<file path="src/rtl/letter_uart_tx.sv">
// Small synchronous FIFO with a write that may land in the same cycle as a read.
// Latency: a written entry is visible at the read side one cycle after the write edge.
// Backpressure: wr_rdy is low only when full and no read is taken on the same edge.
module fifo #(
    parameter int W     = 8,
    parameter int DEPTH = 4
) (
    input  logic         clk,
    input  logic         rst,
    input  logic         wr_vld,
    input  logic [W-1:0] wr_dat,
    output logic         wr_rdy,
    input  logic         rd_rdy,
    output logic         rd_vld,
    output logic [W-1:0] rd_dat,
    output logic         full,
    output logic         empty
);
    localparam int AW = (DEPTH > 1) ? $clog2(DEPTH) : 1;

    logic [W-1:0]  mem [DEPTH];
    logic [AW-1:0] wr_ptr;
    logic [AW-1:0] rd_ptr;
    logic [AW:0]   cnt;
    logic          push;
    logic          pop;

    // The count runs 0..DEPTH exactly, so full and empty never alias.
    assign full   = (cnt == (AW+1)'(DEPTH));
    assign empty  = (cnt == '0);
    assign rd_vld = !empty;
    assign rd_dat = mem[rd_ptr];
    // A full FIFO still accepts a write when the head leaves on the same edge.
    assign wr_rdy = !full || rd_rdy;
    assign push   = wr_vld && wr_rdy;
    assign pop    = rd_vld && rd_rdy;

    // Storage array; contents need no reset because the count guards them.
    always_ff @(posedge clk) begin
        if (push) begin
            mem[wr_ptr] <= wr_dat;
        end
    end

    // Pointers wrap naturally since DEPTH is a power of two.
    always_ff @(posedge clk or posedge rst) begin
        if (rst) begin
            wr_ptr <= '0;
            rd_ptr <= '0;
            cnt    <= '0;
        end else begin
            if (push) wr_ptr <= wr_ptr + 1'b1;
            if (pop)  rd_ptr <= rd_ptr + 1'b1;
            case ({push, pop})
                2'b10:   cnt <= cnt + 1'b1;
                2'b01:   cnt <= cnt - 1'b1;
                default: cnt <= cnt;
            endcase
        end
    end
endmodule

// Letter codes to uppercase ASCII, queued and sent as UART 8N1 frames.
// Latency: TX start bit begins one cycle after the load edge when idle; frame is 10*CPB cycles.
// Backpressure: none toward the core; loads into a full queue are dropped and flagged in OVF.
module letter_uart_tx #(
    parameter int CLK_FREQ = 100000000,
    parameter int BAUD     = 9600,
    parameter int DEPTH    = 4
) (
    input  logic       CLK,
    input  logic       RST,
    input  logic [4:0] LET,
    input  logic       LD,
    output logic       TX,
    output logic       BUSY,
    output logic       EMPTY,
    output logic       FULL,
    output logic       OVF
);
    localparam int CPB = CLK_FREQ / BAUD;
    localparam int CW  = (CPB > 1) ? $clog2(CPB) : 1;

    typedef enum logic [1:0] {
        IDLE  = 2'd0,
        START = 2'd1,
        DATA  = 2'd2,
        STOP  = 2'd3
    } state_t;

    state_t        state_q, state_d;
    logic [CW-1:0] baud_q, baud_d;
    logic [2:0]    bit_q, bit_d;
    logic [7:0]    shift_q, shift_d;
    logic          tx_q, tx_d;
    logic [7:0]    let_byte;
    logic          wr_rdy;
    logic          rd_rdy;
    logic          rd_vld;
    logic [7:0]    rd_dat;
    logic          baud_last;

    // Out-of-range codes print as '?' so a bad code is visible on the terminal.
    assign let_byte  = (LET < 5'd26) ? (8'h41 + {3'b000, LET}) : 8'h3F;
    assign rd_rdy    = (state_q == IDLE);
    assign baud_last = (baud_q == CW'(CPB - 1));

    fifo #(.W(8), .DEPTH(DEPTH)) u_fifo (
        .clk    (CLK),
        .rst    (RST),
        .wr_vld (LD),
        .wr_dat (let_byte),
        .wr_rdy (wr_rdy),
        .rd_rdy (rd_rdy),
        .rd_vld (rd_vld),
        .rd_dat (rd_dat),
        .full   (FULL),
        .empty  (EMPTY)
    );

    // Sticky overflow flag: any load refused by the queue.
    always_ff @(posedge CLK or posedge RST) begin
        if (RST) begin
            OVF <= 1'b0;
        end else if (LD && !wr_rdy) begin
            OVF <= 1'b1;
        end
    end

    // Frame state, counters, shift register and the registered TX line.
    always_ff @(posedge CLK or posedge RST) begin
        if (RST) begin
            state_q <= IDLE;
            baud_q  <= '0;
            bit_q   <= '0;
            shift_q <= '0;
            tx_q    <= 1'b1;
        end else begin
            state_q <= state_d;
            baud_q  <= baud_d;
            bit_q   <= bit_d;
            shift_q <= shift_d;
            tx_q    <= tx_d;
        end
    end

    // Next-state logic; tx_d is the line level for the cycle being entered.
    always_comb begin
        state_d = state_q;
        baud_d  = baud_q;
        bit_d   = bit_q;
        shift_d = shift_q;
        tx_d    = 1'b1;
        case (state_q)
            IDLE: begin
                if (rd_vld) begin
                    shift_d = rd_dat;
                    baud_d  = '0;
                    state_d = START;
                    tx_d    = 1'b0;
                end
            end
            START: begin
                if (baud_last) begin
                    baud_d  = '0;
                    bit_d   = 3'd0;
                    state_d = DATA;
                    tx_d    = shift_q[0];
                end else begin
                    baud_d = baud_q + 1'b1;
                    tx_d   = 1'b0;
                end
            end
            DATA: begin
                if (baud_last) begin
                    baud_d = '0;
                    if (bit_q == 3'd7) begin
                        state_d = STOP;
                        tx_d    = 1'b1;
                    end else begin
                        bit_d = bit_q + 3'd1;
                        tx_d  = shift_q[bit_q + 3'd1];
                    end
                end else begin
                    baud_d = baud_q + 1'b1;
                    tx_d   = shift_q[bit_q];
                end
            end
            STOP: begin
                if (baud_last) begin
                    baud_d  = '0;
                    state_d = IDLE;
                end else begin
                    baud_d = baud_q + 1'b1;
                end
            end
            default: state_d = IDLE;
        endcase
    end

    assign TX   = tx_q;
    assign BUSY = (state_q != IDLE);
endmodule
</file>
<file path="config.mk">
export PLATFORM = sky130hd
export DESIGN_NAME = letter_uart_tx
export DESIGN_NICKNAME = d
export VERILOG_FILES = /design/src/rtl/letter_uart_tx.sv
export SDC_FILE = /design/constraint.sdc
export NUM_CORES = 1
export LEC_CHECK = 0
export BUFFER_PORTS_ARGS = -buffer_cell sky130_fd_sc_hd__buf_4
export CAP_MARGIN = 20
export CORE_MARGIN = 10
export CORE_UTILIZATION = 30
export CTS_CLUSTER_DIAMETER = 40
export DETAILED_ROUTE_END_ITERATION = 6
export HOLD_SLACK_MARGIN = 0.06
export SKIP_CTS_REPAIR_TIMING = 1
export SYNTH_ARGS = -nofsm -noshare
export SYNTH_HDL_FRONTEND = slang
export SYNTH_SLANG_ARGS = --single-unit
</file>
<file path="constraint.sdc">
create_clock -name CLK -period 3.1 [get_ports CLK]
set_clock_uncertainty 0.2 [all_clocks]
set_input_delay 0.62 -clock CLK [delete_from_list [all_inputs] [get_ports CLK]]
set_output_delay 0.62 -clock CLK [all_outputs]
set_load 0.1 [all_outputs]
</file>
# Word level (Yosys, flattened, before mapping)
# Memory sizes are Yosys's and may differ from the RTL's. A register that Yosys moved wholly into a read port is not among the register bits.
# Cells that the tools add are included.
dict set report word_totals {
  ram_bits 32
  reg_bits 28
  inputBits 8
  mem_count 1
  word_cells 76
}
dict set report classes {
  muxes 26
  bitwise_logic 1
  eq_ne 14
  add_sub_neg 7
  n_reduce_logical 16
  magnitude_cmp 3
}
# name words width rd rd_ports_with_merged_regs wr line_no
set memory_table {}
lappend memory_table {u_fifo.mem 4 8 1 1 1 21} ;# logic [W-1:0] mem [DEPTH];
# operator count
set ops {}
lappend ops {{14-bit 2-to-1 mux} 2}
lappend ops {{14-bit case mux with 2 select lines} 1}
lappend ops {{14-bit by 1-bit adder with 14-bit output (second input constant)} 1}
lappend ops {{14-bit == test (second input constant)} 1}
lappend ops {{2-bit != test (second input constant)} 6}
lappend ops {{3-bit case mux with 2 select lines} 2}
lappend ops {{2-bit 2-to-1 mux} 5}
lappend ops {{3-bit 2-to-1 mux} 3}
lappend ops {{7-bit by 5-bit adder with 8-bit output (first input constant)} 1}
lappend ops {{3-bit by 4-bit < comparator with 1-bit output (second input constant)} 2}
lappend ops {{1-bit 2-to-1 mux} 8}
lappend ops {{8-bit 2-to-1 mux} 1}
lappend ops {{2-bit case mux with 4 select lines} 1}
lappend ops {{3-bit by 1-bit adder with 3-bit output (second input constant)} 2}
lappend ops {{1-bit binary-select mux with 3-bit select} 2}
lappend ops {{2-bit == test (second input constant)} 3}
lappend ops {{3-bit == test (second input constant)} 2}
lappend ops {{2-bit nonzero test} 3}
lappend ops {{5-bit < comparator (second input constant)} 1}
lappend ops {{5-bit AND reduction} 1}
lappend ops {{2-bit by 1-bit adder with 2-bit output (second input constant)} 2}
lappend ops {{2-bit by 1-bit == test with 1-bit output (second input constant)} 2}
lappend ops {{4-bit AND reduction} 1}
lappend ops {{1-bit logical AND} 3}
lappend ops {{9 further kinds} 11}

# Logic depth before layout (Yosys ltp)
# Gate-level depths: netlist of the first run.
dict set report depth {
  word_depth 6
  mapped_depth 12
}

# Cells and area by module
# From an unflattened synthesis of the first run, not the netlist that was laid out.
dict set report unflattened {
  cells_unflattened 255
  hier_area_um2 3387.0
}
# mod n_inst area_each_um2 cells_per_inst
set by_module_without_submodules {}
lappend by_module_without_submodules {letter_uart_tx 1 1780.5 171}
lappend by_module_without_submodules {fifo 1 1606.5 84}

# Worst setup path after synthesis of the first run
# OpenSTA, ideal clock, no wires.
dict set report synth_path {
  kind {register -> register}
  start {register u_fifo.cnt[0]}
  end {register u_fifo.cnt[2]}
  required_time_ns 2.821
  stages_incl_launch_ff 11
  period_less_slack_ns 4.415
  n_path_buf 0
  setup_slack_ns -1.315
  t_arrival_ns 4.136
  path_cell_list {dfrtp_1 > nor3b_1 > and2_1 > nor2b_1 > inv_1 > ha_1 > inv_1 > fa_1 > xor2_1 > nor2_1 > xor2_1}
}
dict set report synth_via {
  elab_chain_len 6
  word_cells_on_any_way 13
  classes_between {add/sub: 2; eq/ne: 3; mux: 1; reduce/logical: 7}
}
# element line_no
set synth_lines {}
lappend synth_lines {{start: declaration} 24} ;# logic [AW:0] cnt;
lappend synth_lines {{start signal: assignment} 55} ;# 2'b10: cnt <= cnt + 1'b1;
lappend synth_lines {{start signal: assignment} 56} ;# 2'b01: cnt <= cnt - 1'b1;
lappend synth_lines {{start signal: assignment} 57} ;# default: cnt <= cnt;
lappend synth_lines {{3-bit == test *} 29} ;# assign full = (cnt == (AW+1)'(DEPTH));
lappend synth_lines {{via FULL} 78} ;# output logic FULL,
lappend synth_lines {{1-bit logical NOT *} 34} ;# assign wr_rdy = !full || rd_rdy;
lappend synth_lines {{1-bit logical OR *} 34}
lappend synth_lines {{1-bit logical AND *} 35} ;# assign push = wr_vld && wr_rdy;
lappend synth_lines {{2-bit by 1-bit == test with 1-bit output or 2-bit == test (tied branches)} 54} ;# case ({push, pop})
lappend synth_lines {{3-bit case mux with 2 select lines or 2-bit nonzero test (tied branches)} -}
# Mark *: on every way through the listed nets, which the timed path passes. The rest lies on a longest branch.
# A chain may end at the register's enable or synchronous reset.

# Worst setup path after layout of the first run
dict set report layout_path {
  start {register state_q[0]}
  end {register u_fifo.cnt[2]}
}
dict set report layout_via {
  elab_chain_len 5
  word_cells_on_any_way 8
  classes_between {eq/ne: 2; mux: 1; reduce/logical: 5}
}
# element line_no
set layout_lines {}
lappend layout_lines {{start: declaration} 91} ;# state_t state_q, state_d;
lappend layout_lines {{start signal: assignment} 139} ;# state_q <= state_d;
lappend layout_lines {{2-bit logical NOT *} 105} ;# assign rd_rdy = (state_q == IDLE);
lappend layout_lines {{1-bit logical OR} 34}
lappend layout_lines {{1-bit logical AND} 35}
lappend layout_lines {{2-bit by 1-bit == test with 1-bit output or 2-bit == test (tied branches)} 54}
lappend layout_lines {{3-bit case mux with 2 select lines or 2-bit nonzero test (tied branches)} -}
# Every way passes the cells marked *; elsewhere a longest branch is shown, timed or not.

==> parameters.txt, run 1 <==
Parameter                              Value

Run status
  Result of the run ... completed

Worst setup path
  Setup crit start kind ... flop
  Flop-to-flop setup slack ... 530 ps
  Data required time of the critical path ... 3130 ps
  CP arrival ... 2600 ps
  Crit path max fanout ... 7
  Worst setup path class ... reg -> reg
  Crit. End Element ... flop
  Worst R2R Start ... state_q[0]$_DFFE_PP0P_
  Beginning of the critical path ... state_q[0]$_DFFE_PP0P_

Placement
  Port Buffers ... 12
  Standard cell area after detailed placement ... 3393 um2
  DP Wirelength ... 3806 um
  Routability cong. ... 0.7656

Global route
  Wire length of the first global-routing pass ... 9370 um
  Antenna violations before repair ... 0
  Largest net degree at the start of global routing ... 22
  Total congestion overflow ... 0
  Total track usage ... 0.07880
  Vias in the first global route ... 1,909

Drt
  First-pass detailed-route iteration total ... 4
  Detailed-route wire length ... 5367 um
  Wire length per cell after detailed routing ... 13.59 um
  Via Count ... 1,835
  Vias per std cell ... 4.646
  Antenna Nets Post-Route ... 0
  1st-iter DRT viols ... 59
  Remaining DRCs ... 0

STA
  Fmax ... 389.0 MHz
  Share of the clock period used by the worst path after layout ... 0.8293
  Fin. max-slew vios ... 0
  Fin crit period ... 2571 ps
  Aggregate negative setup slack ... 0 ps
  Worst slew pin tran ... 813.4 ps
  Endpoints failing hold ... 0
  Unrepaired setup endpoints after global routing ... false
  Worst relative slew slack ... 0.4571
  Endpoints failing setup ... 0

Synth
  Number of nets in the synthesized netlist ... 261
  Most frequently used cell type in the post-synthesis netlist ... sky130_fd_sc_hd__dfrtp_1
  Share of Yosys cell area claimed by the top area cell type ... 0.2704
  Fraction of synthesis flops using an asynchronous set or reset pin ... 0.5556
  Synth top cells by count ... 34 x sky130_fd_sc_hd__dfrtp_1, 28 x sky130_fd_sc_hd__edfxtp_1, 15 x sky130_fd_sc_hd__ha_1, 14 x sky130_fd_sc_hd__nand2_1, 13 x sky130_fd_sc_hd__inv_1
  Sequential-to-total area share from yosys stat ... 0.5459
  Post-synthesis average cell area ... 13.28 um2
  Biggest area consumer among synthesized cells ... sky130_fd_sc_hd__dfrtp_1
  Number of warnings issued by yosys ... 0
  Count of cell types in the netlist ... 52
  Total standard cell area after synthesis ... 3147 um2
  Predominant post-synthesis flop cell ... sky130_fd_sc_hd__dfrtp_1
  Synth Instances ... 237
  Cell types occupying the most area after synthesis ... sky130_fd_sc_hd__dfrtp_1 27%, sky130_fd_sc_hd__edfxtp_1 27%, sky130_fd_sc_hd__mux4_2 6.4%
  Number of register bits inferred by synthesis ... 63
  Number of enable flip-flop cells after synthesis ... 28

Clock network
  Total CTS buffers ... 9
  Maximum buffer depth of the clock tree ... 2
  CTS tree ... built
  H-tree Lvls ... 3
  Clk Tree Root Cell ... sky130_fd_sc_hd__clkbuf_8
  Clock sink count ... 63
  Insertion delay of the later-clocked pin in the worst-skew pair ... 350 ps
  Clk slew on worst S/H paths ... 80 ps

Layout
  Filler Cells Inserted ... 1,030
  Layout cells sized above 1 ... 0.2432
  Layout area overhead ... 15.83%
  Inserted Diodes ... 0
  Area occupied by multi-input gates ... 1348 um2
  # nets final ... 278
  Finished layout cell area ... 3645 um2
  Flip-flop and latch area ... 1718 um2

Worst hold path
  Class of the most critical hold timing path ... in -> async

Pwr
  Leak pwr ... 1.451 nW
  Worst-case vdd ir drop ... 0.0003948 V
  Power per cell area ... 927.2 nW/um2

Floorplanning
  Number of I/O pins ... 13
  Area of the die ... 14,990 um2
  Core Region ... 10,280 um2
  Die Ht ... 122.4 um
  Row Count ... 37
  Initial core utilization ... 0.3062
  Die X ... 122.4 um

Run
  Max Cap Viol ... 0
## placed cells by master (no fill, tap or decap), types with 2 or more instances in the layout
| master | netlist | final |
|---|---|---|
| sky130_fd_sc_hd__clkinv_4 | 0 | 2 |
| sky130_fd_sc_hd__nand2_1 | 14 | 14 |
| sky130_fd_sc_hd__dfrtp_1 | 34 | 34 |
| sky130_fd_sc_hd__nor2_1 | 9 | 9 |
| sky130_fd_sc_hd__edfxtp_1 | 28 | 28 |
| sky130_fd_sc_hd__ha_1 | 15 | 15 |
| sky130_fd_sc_hd__a22o_1 | 3 | 3 |
| sky130_fd_sc_hd__nand2b_1 | 2 | 2 |
| sky130_fd_sc_hd__a21oi_2 | 4 | 4 |
| sky130_fd_sc_hd__buf_4 | 1 | 14 |
| sky130_fd_sc_hd__xor2_1 | 8 | 8 |
| sky130_fd_sc_hd__inv_1 | 13 | 13 |
| sky130_fd_sc_hd__nand3b_1 | 3 | 3 |
| sky130_fd_sc_hd__o211ai_1 | 3 | 3 |
| sky130_fd_sc_hd__mux2i_1 | 4 | 4 |
| sky130_fd_sc_hd__bufinv_16 | 0 | 3 |
| sky130_fd_sc_hd__a21o_1 | 2 | 2 |
| sky130_fd_sc_hd__nand3_1 | 3 | 3 |
| sky130_fd_sc_hd__mux2_2 | 8 | 8 |
| sky130_fd_sc_hd__nor2b_1 | 2 | 2 |
| sky130_fd_sc_hd__and2_1 | 8 | 8 |
| sky130_fd_sc_hd__and4_1 | 2 | 2 |
| sky130_fd_sc_hd__clkbuf_8 | 0 | 9 |
| sky130_fd_sc_hd__mux4_2 | 9 | 9 |
| sky130_fd_sc_hd__xnor2_1 | 5 | 5 |
| sky130_fd_sc_hd__nand4_1 | 7 | 7 |
| sky130_fd_sc_hd__or3_1 | 6 | 6 |
| sky130_fd_sc_hd__o21ai_0 | 12 | 12 |
| sky130_fd_sc_hd__a21oi_1 | 2 | 2 |
## layout make-up
class / instances / share of cell area
inverters: 14 / 0.01442
repair buffers: 14 / 0.02884
well taps: 136 / 0.04669
clock buffers: 9 / 0.03399
flip-flops and latches: 63 / 0.4713
multi-input cells: 152 / 0.3697
clock inverters: 7 / 0.03502
## cells by family (layout without fill, tap and decap cells)
logic type,count (synthesis),after routing,synth area share
xor gates and xnor gates,13,13,0.03618
muxes,22,22,0.1093
adders and majority gates,16,16,0.06600
AOI/OAI and AO/OA,34,34,0.07793
and+or+nand+nor,67,67,0.1316
DFF,63,63,0.5459
buffers and inverters,22,44,0.03300
## worst paths after layout
| check | to | cells after the start |
|---|---|---|
| worst min-delay path | baud_q[6]$_DFFE_PP0P_ | 2 |
| min in group CLK | OVF$_DFFE_PP0P_ | 1 |
| worst min register to register | OVF$_DFFE_PP0P_ | 1 |
| worst max register to register | u_fifo.cnt[2]$_DFFE_PP0P_ | 12 |
| worst max-delay path | u_fifo.cnt[2]$_DFFE_PP0P_ | 12 |
| max in group asynchronous | TX$_DFF_PP1_ | 3 |
## power by group
| group | switching [mW] | internal, mW | total (mW) |
|---|---|---|---|
| logic | 0.640 | 0.501 | 1.14 |
| registers | 0.217 | 1.12 | 1.33 |
| clock network | 0.361 | 0.545 | 0.906 |
## flip-flops by register name, indices dropped and copies added (netlist names)
name and cells:
bit_q 3, baud_q 14, u_fifo.wr_ptr 2, u_fifo.rd_ptr 2, shift_q 7, u_fifo.cnt 3, OVF 1, u_fifo.mem 28
state_q 2, TX 1
## per-stage QoR
step | cells | worst slack, ps | util | hold WS [ps] | power [mW]
floorplan | 237 | 117.6 | - | 267.7 | 2.268
global placement | 379 | 590.0 | 0.3302 | 254.4 | 2.483
detailed placement | 379 | 508.5 | 0.3302 | 254.1 | 2.516
CTS | 395 | 486.3 | 0.3546 | 255.2 | 3.426
global route | 395 | 253.0 | 0.3546 | 270.8 | 3.602
finish | 395 | 529.2 | 0.3546 | 228.3 | 3.379
## metal layers
metal	GRT usage	part of all wire
met5	0	0
met1	0.1006	0.49
met3	0.02801	0.031
met4	0.03314	0.015
met2	0.1188	0.46
## critical path: stages (launching register included)
cell	delay, ps
sky130_fd_sc_hd__dfrtp_1	430
sky130_fd_sc_hd__inv_1	130
sky130_fd_sc_hd__ha_1	230
sky130_fd_sc_hd__inv_1	70
sky130_fd_sc_hd__and2_1	160
sky130_fd_sc_hd__nor2b_1	360
sky130_fd_sc_hd__inv_1	90
sky130_fd_sc_hd__ha_1	210
sky130_fd_sc_hd__inv_1	70
sky130_fd_sc_hd__fa_1	170
sky130_fd_sc_hd__xor2_1	140
sky130_fd_sc_hd__nor2_1	60
sky130_fd_sc_hd__xor2_1	140
No activity file was read; power rests on OpenSTA's default activity.
==> run 2, diff against run 1 <==
==> constraint.sdc (replaced) <==
create_clock -name CLK -period 2.6 [get_ports CLK]
set_clock_uncertainty 0.2 [all_clocks]
set_input_delay 0.52 -clock CLK [delete_from_list [all_inputs] [get_ports CLK]]
set_output_delay 0.52 -clock CLK [all_outputs]
set_load 0.1 [all_outputs]
==> run 2 against run 1 <==
  * Utilization about the same
  * Worst setup slack lost 230 ps
  * Design area rose by 0.10%
  * Sequential power grew 19%
  * Combinational power rose by 25%
  * Clock power increased by 6.5%
  * Via count up 2.1%
  * Critical path depth unchanged
  * Worst hold slack lost 150 ps
  * First-iteration DRC count up 46%
  * Non-clock buffer count grew 3
  * Highest routed layer unchanged
==> parameters.txt, run 2 (synthesized netlist as in run 1, its figures left out) <==
Parameter                              Value

Placement
  DP Wirelength ... 3779 um (-0.71%)
  Routability cong. ... 0.7822 (+2.2%)
  Port Buffers ... 12 (unchanged)
  Number of cells after detailed placement ... 380 (+0.26%)

Drt
  Antenna Nets Post-Route ... 0 (unchanged)
  Vias per std cell ... 4.706 (+1.3%)
  Via Count ... 1,873 (+2.1%)
  Wire length per cell after detailed routing ... 13.50 um (-0.66%)
  Routed length on met1 ... 2591 um (-1.9%)
  Remaining DRCs ... 0 (unchanged)
  1st-iter DRT viols ... 86 (+46%)
  First-pass detailed-route iteration total ... 4 (unchanged)
  Detailed-route wire length ... 5372 um (about the same)
  Met2 routed WL ... 2519 um (+1.9%)
  WL met3 ... 175 um (+3.6%)
  Highest routed metal layer ... met4

Layout
  Filler Cells Inserted ... 1,025 (-0.49%)
  Layout cells sized above 1 ... 0.2672 (+0.02393)
  Flip-flop and latch area ... 1722 um2 (+0.22%)
  Layout area overhead ... 15.94%
  Inserted Diodes ... 0 (unchanged)
  Commonest cells after routing, fill and taps aside ... 31 x sky130_fd_sc_hd__dfrtp_1, 28 x sky130_fd_sc_hd__edfxtp_1, 17 x sky130_fd_sc_hd__buf_4, 15 x sky130_fd_sc_hd__ha_1, 14 x sky130_fd_sc_hd__nand2_1
  # nets final ... 281 (+1.1%)
  Most common cell after layout, fill and taps aside ... sky130_fd_sc_hd__dfrtp_1
  Area occupied by multi-input gates ... 1350 um2 (+0.19%)
  Final cell count without fillers ... 398 (+0.76%)
  Final standard cell utilization of the core ... 0.3550 (+0.0003660)
  Number of flip-flops in the largest register ... 28 (unchanged)
  Most flop-heavy register ... u_fifo.mem
  Biggest registers after layout ... u_fifo.mem x28, baud_q x14, shift_q x7

Floorplanning
  Core Region ... 10,280 um2 (unchanged)
  Initial core utilization ... 0.3062 (unchanged)
  Row Count ... 37 (unchanged)
  Die Ht ... 122.4 um (unchanged)
  Number of I/O pins ... 13 (unchanged)
  Die X ... 122.4 um (unchanged)
  Area of the die ... 14,990 um2 (unchanged)

Run
  Max Cap Viol ... 0 (unchanged)

Clock network
  H-tree Lvls ... 3 (unchanged)
  Insertion delay of the later-clocked pin in the worst-skew pair ... 340 ps (about the same)
  Clock sink count ... 63 (unchanged)
  Clk Tree Root Cell ... sky130_fd_sc_hd__clkbuf_8
  CTS tree ... built
  Total CTS buffers ... 9 (unchanged)
  Clk slew on worst S/H paths ... 70 ps (about the same)
  Maximum buffer depth of the clock tree ... 2 (unchanged)

STA
  Worst relative slew slack ... 0.5804 (+0.1233)
  Share of the clock period used by the worst path after layout ... 0.8855 (+0.05623)
  Endpoints failing setup ... 0 (unchanged)
  Worst slew pin tran ... 626.6 ps (-186.8 ps)
  Aggregate negative setup slack ... 0 ps (unchanged)
  Fin crit period ... 2302 ps (-268.5 ps)
  Fmax ... 434.3 MHz (+12%)
  Unrepaired setup endpoints after global routing ... false
  Endpoints failing hold ... 0 (unchanged)
  Fin. max-slew vios ... 0 (unchanged)

Global route
  Antenna violations before repair ... 0 (unchanged)
  Total congestion overflow ... 0 (unchanged)
  Largest net degree at the start of global routing ... 36 (+64%)
  Vias in the first global route ... 1,910 (+0.052%)
  Wire length of the first global-routing pass ... 9197 um (-1.8%)
  Total track usage ... 0.07660 (-0.002193)

Pwr
  Power per cell area ... 1085 nW/um2 (+17%)
  Leak pwr ... 1.449 nW (-0.15%)
  Post-layout power ... 3.959 mW (+17%)
  Worst-case vdd ir drop ... 0.0004510 V (+14%)

Run status
  Result of the run ... completed

Worst setup path
  Worst R2R End ... u_fifo.cnt[2]$_DFFE_PP0P_
  Crit. End Element ... flop
  Worst setup path class ... reg -> reg
  Crit path max fanout ... 5 (-2)
  Flop-to-flop setup slack ... 300 ps (-230 ps)
  CP arrival ... 2370 ps (-230 ps)
  Setup crit start kind ... flop
  Worst Reg-to-Reg Cells ... 12 (unchanged)
  Data required time of the critical path ... 2670 ps (-460 ps)
  Worst R2R Start ... state_q[0]$_DFFE_PP0P_

Worst hold path
  Class of the most critical hold timing path ... in -> async
==> run 2: changes by cell type in the layout (fill, tap and decap cells not counted) <==
| cell | delta |
|---|---|
| sky130_fd_sc_hd__inv_6 | +2 |
| sky130_fd_sc_hd__dfrtp_1 | -3 |
| sky130_fd_sc_hd__dfrtp_2 | +3 |
| sky130_fd_sc_hd__inv_8 | -1 |
| sky130_fd_sc_hd__buf_4 | +3 |
| sky130_fd_sc_hd__nor2b_1 | -1 |
| sky130_fd_sc_hd__nor2b_2 | +1 |
| sky130_fd_sc_hd__clkinv_4 | -1 |
| sky130_fd_sc_hd__bufinv_16 | -1 |
| sky130_fd_sc_hd__clkinvlp_4 | +1 |
==> run 2: worst max-delay path: stages, from the launching register on <==
cell and delay, ps:
sky130_fd_sc_hd__dfrtp_2 360, sky130_fd_sc_hd__inv_1 70, sky130_fd_sc_hd__ha_1 250, sky130_fd_sc_hd__inv_1 90
sky130_fd_sc_hd__and2_1 160, sky130_fd_sc_hd__nor2b_2 50, sky130_fd_sc_hd__inv_1 50, sky130_fd_sc_hd__ha_1 170
sky130_fd_sc_hd__inv_1 60, sky130_fd_sc_hd__fa_1 370, sky130_fd_sc_hd__xor2_1 150, sky130_fd_sc_hd__nor2_1 110
sky130_fd_sc_hd__xor2_1 150
==> run 2: power breakdown <==
part | switching [mW] | leakage, nW | internal [mW]
Combinational | 0.784 | 0.648 | 0.634
Sequential | 0.240 | 0.690 | 1.34
Clock | 0.414 | 0.111 | 0.551
Total | 1.44 | 1.45 | 2.52
==> run 2: how the worst max path moves through the flow <==
stage / start / cells after the start / to / slack (ps)
finish: state_q[0]$_DFFE_PP0P_ / 12 / u_fifo.cnt[2]$_DFFE_PP0P_ / 300
global route: state_q[0]$_DFFE_PP0P_ / 12 / u_fifo.cnt[2]$_DFFE_PP0P_ / 80
CTS: state_q[0]$_DFFE_PP0P_ / 12 / u_fifo.cnt[2]$_DFFE_PP0P_ / 170
detailed placement: state_q[0]$_DFFE_PP0P_ / 12 / u_fifo.cnt[2]$_DFFE_PP0P_ / 200
global placement: state_q[0]$_DFFE_PP0P_ / 12 / u_fifo.cnt[2]$_DFFE_PP0P_ / 270
floorplan: u_fifo.cnt[1]$_DFFE_PP0P_ / 10 / u_fifo.cnt[2]$_DFFE_PP0P_ / -340
==> run 2: final cells by class <==
cell class | count | share of cell area
well taps | 136 | 0.04664
clock buffers | 9 | 0.03395
multi-input cells | 152 | 0.3700
repair buffers | 17 | 0.03498
flip-flops and latches | 63 | 0.4719
clock inverters | 7 | 0.02812
inverters | 14 | 0.01440
==> run 2: per-stage QoR <==
step                      worst slack (ps)  instance area (um2)  hold slack [ps]
after floorplan                     -335.5                 3174            267.7
after global placement               274.3                 3406            256.3
after detailed placement             198.8                 3406            256.2
after CTS                            174.9                 3632            81.53
after global routing                 81.20                 3649            100.1
final                                297.6                 3649            80.42
==> run 2: metal layers <==
metal  global-route usage  vias up
met5                    0        -
met4              0.02872        0
met3              0.02755        6
met2               0.1188       20
met1              0.09612      935
li1                     -      912
==> run 3, diff against run 2 <==
--- a/config.mk
+++ b/config.mk
@@ -11,6 +11,7 @@
 export CORE_UTILIZATION = 30
 export CTS_CLUSTER_DIAMETER = 40
 export DETAILED_ROUTE_END_ITERATION = 6
+export GPL_TIMING_DRIVEN = 0
 export HOLD_SLACK_MARGIN = 0.06
 export SKIP_CTS_REPAIR_TIMING = 1
 export SYNTH_ARGS = -nofsm -noshare
==> run 3 against run 2 <==
  * Clock power shrank 8.2%
  * Worst hold slack better by 15 ps
  * Count of clock-buffer cells in the layout is the same
  * First-iteration DRC count up 12%
  * Worst setup slack lost 100 ps
  * Via count rose by 0.80%
  * Wire length increased by 0.65%
  * Die area did not move
  * Total power decreased by 1.2%
  * Design area increased by 0.31%
  * Largest cell class unchanged
  * Largest power group is now combinational cells
==> parameters.txt, run 3 (synthesized netlist as in run 1, its figures left out) <==
Parameter                              Value

Layout
  Most common cell after layout, fill and taps aside ... sky130_fd_sc_hd__dfrtp_1
  # nets final ... 286 (+1.8%)
  Biggest registers after layout ... u_fifo.mem x28, baud_q x14, shift_q x7
  Layout area overhead ... 16.30%
  Number of flip-flops in the largest register ... 28 (unchanged)
  Filler Cells Inserted ... 1,003 (-2.1%)
  Inserted Diodes ... 0 (unchanged)
  Commonest cells after routing, fill and taps aside ... 32 x sky130_fd_sc_hd__dfrtp_1, 28 x sky130_fd_sc_hd__edfxtp_1, 15 x sky130_fd_sc_hd__buf_4, 15 x sky130_fd_sc_hd__ha_1, 14 x sky130_fd_sc_hd__nand2_1
  Most flop-heavy register ... u_fifo.mem
  Layout cells sized above 1 ... 0.2659 (-0.001258)
  Finished layout cell area ... 3660 um2 (+0.31%)

Floorplanning
  Area of the die ... 14,990 um2 (unchanged)
  Initial core utilization ... 0.3062 (unchanged)
  Core Region ... 10,280 um2 (unchanged)
  Die X ... 122.4 um (unchanged)
  Row Count ... 37 (unchanged)
  Number of I/O pins ... 13 (unchanged)
  Die Ht ... 122.4 um (unchanged)

STA
  Minimum hold slack ... 95.04 ps (+14.62 ps)
  Worst slew pin tran ... 731.1 ps (+104.5 ps)
  Worst relative slew slack ... 0.5119 (-0.06853)
  Endpoints failing hold ... 0 (unchanged)
  Fin crit period ... 2405 ps (+102.4 ps)
  Fin. max-slew vios ... 0 (unchanged)
  Fmax ... 415.8 MHz (-4.3%)
  Endpoints failing setup ... 0 (unchanged)
  Share of the clock period used by the worst path after layout ... 0.9249 (+0.03940)
  Aggregate negative setup slack ... 0 ps (unchanged)

Global route
  Antenna violations before repair ... 0 (unchanged)
  Total congestion overflow ... 0 (unchanged)
  Vias in the first global route ... 1,878 (-1.7%)
  Largest net degree at the start of global routing ... 36 (unchanged)
  Total track usage ... 0.07973 (+0.003130)
  Wire length of the first global-routing pass ... 9556 um (+3.9%)

Pwr
  Leak pwr ... 1.458 nW (+0.64%)
  Worst-case vdd ir drop ... 0.0003914 V (-13%)
  Power per cell area ... 1069 nW/um2 (-1.5%)

Run
  Max Cap Viol ... 0 (unchanged)

Placement
  Standard cell area after detailed placement ... 3435 um2 (+0.84%)
  DP Wirelength ... 3775 um (-0.10%)
  Routability cong. ... 0.8096 (+3.5%)
  Port Buffers ... 12 (unchanged)

Drt
  Antenna Nets Post-Route ... 0 (unchanged)
  1st-iter DRT viols ... 96 (+12%)
  Vias per std cell ... 4.685 (-0.45%)
  Wire length per cell after detailed routing ... 13.42 um (-0.60%)
  First-pass detailed-route iteration total ... 4 (unchanged)
  Via Count ... 1,888 (+0.80%)
  Detailed-route wire length ... 5407 um (+0.65%)
  Remaining DRCs ... 0 (unchanged)

Clock network
  Clk slew on worst S/H paths ... 80 ps (about the same)
  Maximum buffer depth of the clock tree ... 2 (unchanged)
  Clk Tree Root Cell ... sky130_fd_sc_hd__clkbuf_8
  Total CTS buffers ... 9 (unchanged)
  H-tree Lvls ... 3 (unchanged)
  Clock sink count ... 63 (unchanged)
  Insertion delay of the later-clocked pin in the worst-skew pair ... 350 ps (about the same)
  CTS tree ... built

Worst hold path
  Class of the most critical hold timing path ... in -> async

Worst setup path
  Worst setup path class ... reg -> reg
  Crit. End Element ... flop
  Data required time of the critical path ... 2670 ps (about the same)
  Flop-to-flop setup slack ... 200 ps (-100 ps)
  Setup crit start kind ... flop
  CP arrival ... 2470 ps (+100 ps)
  Crit path max fanout ... 7 (+2)

Run status
  Result of the run ... completed
==> run 3: area by class of cell <==
type / instances / area [um2] / share of cell area
Sequential cell: 63 / 1720 / 0.4701
Multi-Input combinational cell: 152 / 1355 / 0.3703
Tap cell: 136 / 170.2 / 0.04650
Clock buffer: 9 / 123.9 / 0.03385
Timing Repair Buffer: 14 / 105.1 / 0.02872
Clock inverter: 7 / 78.83 / 0.02154
Inverter: 14 / 55.05 / 0.01504
Buffer: 8 / 51.30 / 0.01402
==> run 3: metal layers <==
layer	GRT usage	vias to the layer above	wire length [um]
met2	0.1215	23	2568
met1	0.1015	933	2589
li1	-	925	-
met5	0	-	0
met3	0.02571	7	176
met4	0.03535	0	72
==> run 3: path summary, 6_finish.rpt <==
path	from	to	cells past startpoint
setup reg to reg	state_q[1]$_DFFE_PP0P_	u_fifo.cnt[2]$_DFFE_PP0P_	12
hold / removal	RST	OVF$_DFFE_PP0P_	2
min in group CLK	LD	OVF$_DFFE_PP0P_	2
hold reg to reg	OVF$_DFFE_PP0P_	OVF$_DFFE_PP0P_	1
max in group asynchronous	RST	u_fifo.cnt[0]$_DFFE_PP0P_	2
setup / recovery	state_q[1]$_DFFE_PP0P_	u_fifo.cnt[2]$_DFFE_PP0P_	12
==> run 3: where the power goes <==
group          internal [mW]  leakage, nW  total [mW]  switching [mW]
Clock                  0.456        0.100       0.886           0.430
Sequential              1.34        0.691        1.51           0.173
Combinational          0.652        0.667        1.52           0.865
Total                   2.44         1.46        3.91            1.47
==> run 3: per-stage QoR <==
step                  util  power (mW)  cells  setup slack (ps)
floorplan                -       2.710    237            -335.5
global placement    0.3342       3.000    385             142.7
detailed placement  0.3342       3.031    385             101.2
CTS                 0.3539       3.938    401             94.91
global route        0.3561       4.176    403            -15.91
finish              0.3561       3.911    403             195.2
==> run 3: worst max-delay path, stage by stage (launching register included) <==
cell                      delay, ps
sky130_fd_sc_hd__dfrtp_1        380
sky130_fd_sc_hd__inv_1           90
sky130_fd_sc_hd__ha_1           240
sky130_fd_sc_hd__inv_1           80
sky130_fd_sc_hd__and2_1         210
sky130_fd_sc_hd__nor2b_4         80
sky130_fd_sc_hd__inv_1           60
sky130_fd_sc_hd__ha_1           170
sky130_fd_sc_hd__inv_1           60
sky130_fd_sc_hd__fa_1           380
sky130_fd_sc_hd__xor2_1         150
sky130_fd_sc_hd__nor2_1         110
sky130_fd_sc_hd__xor2_1         140
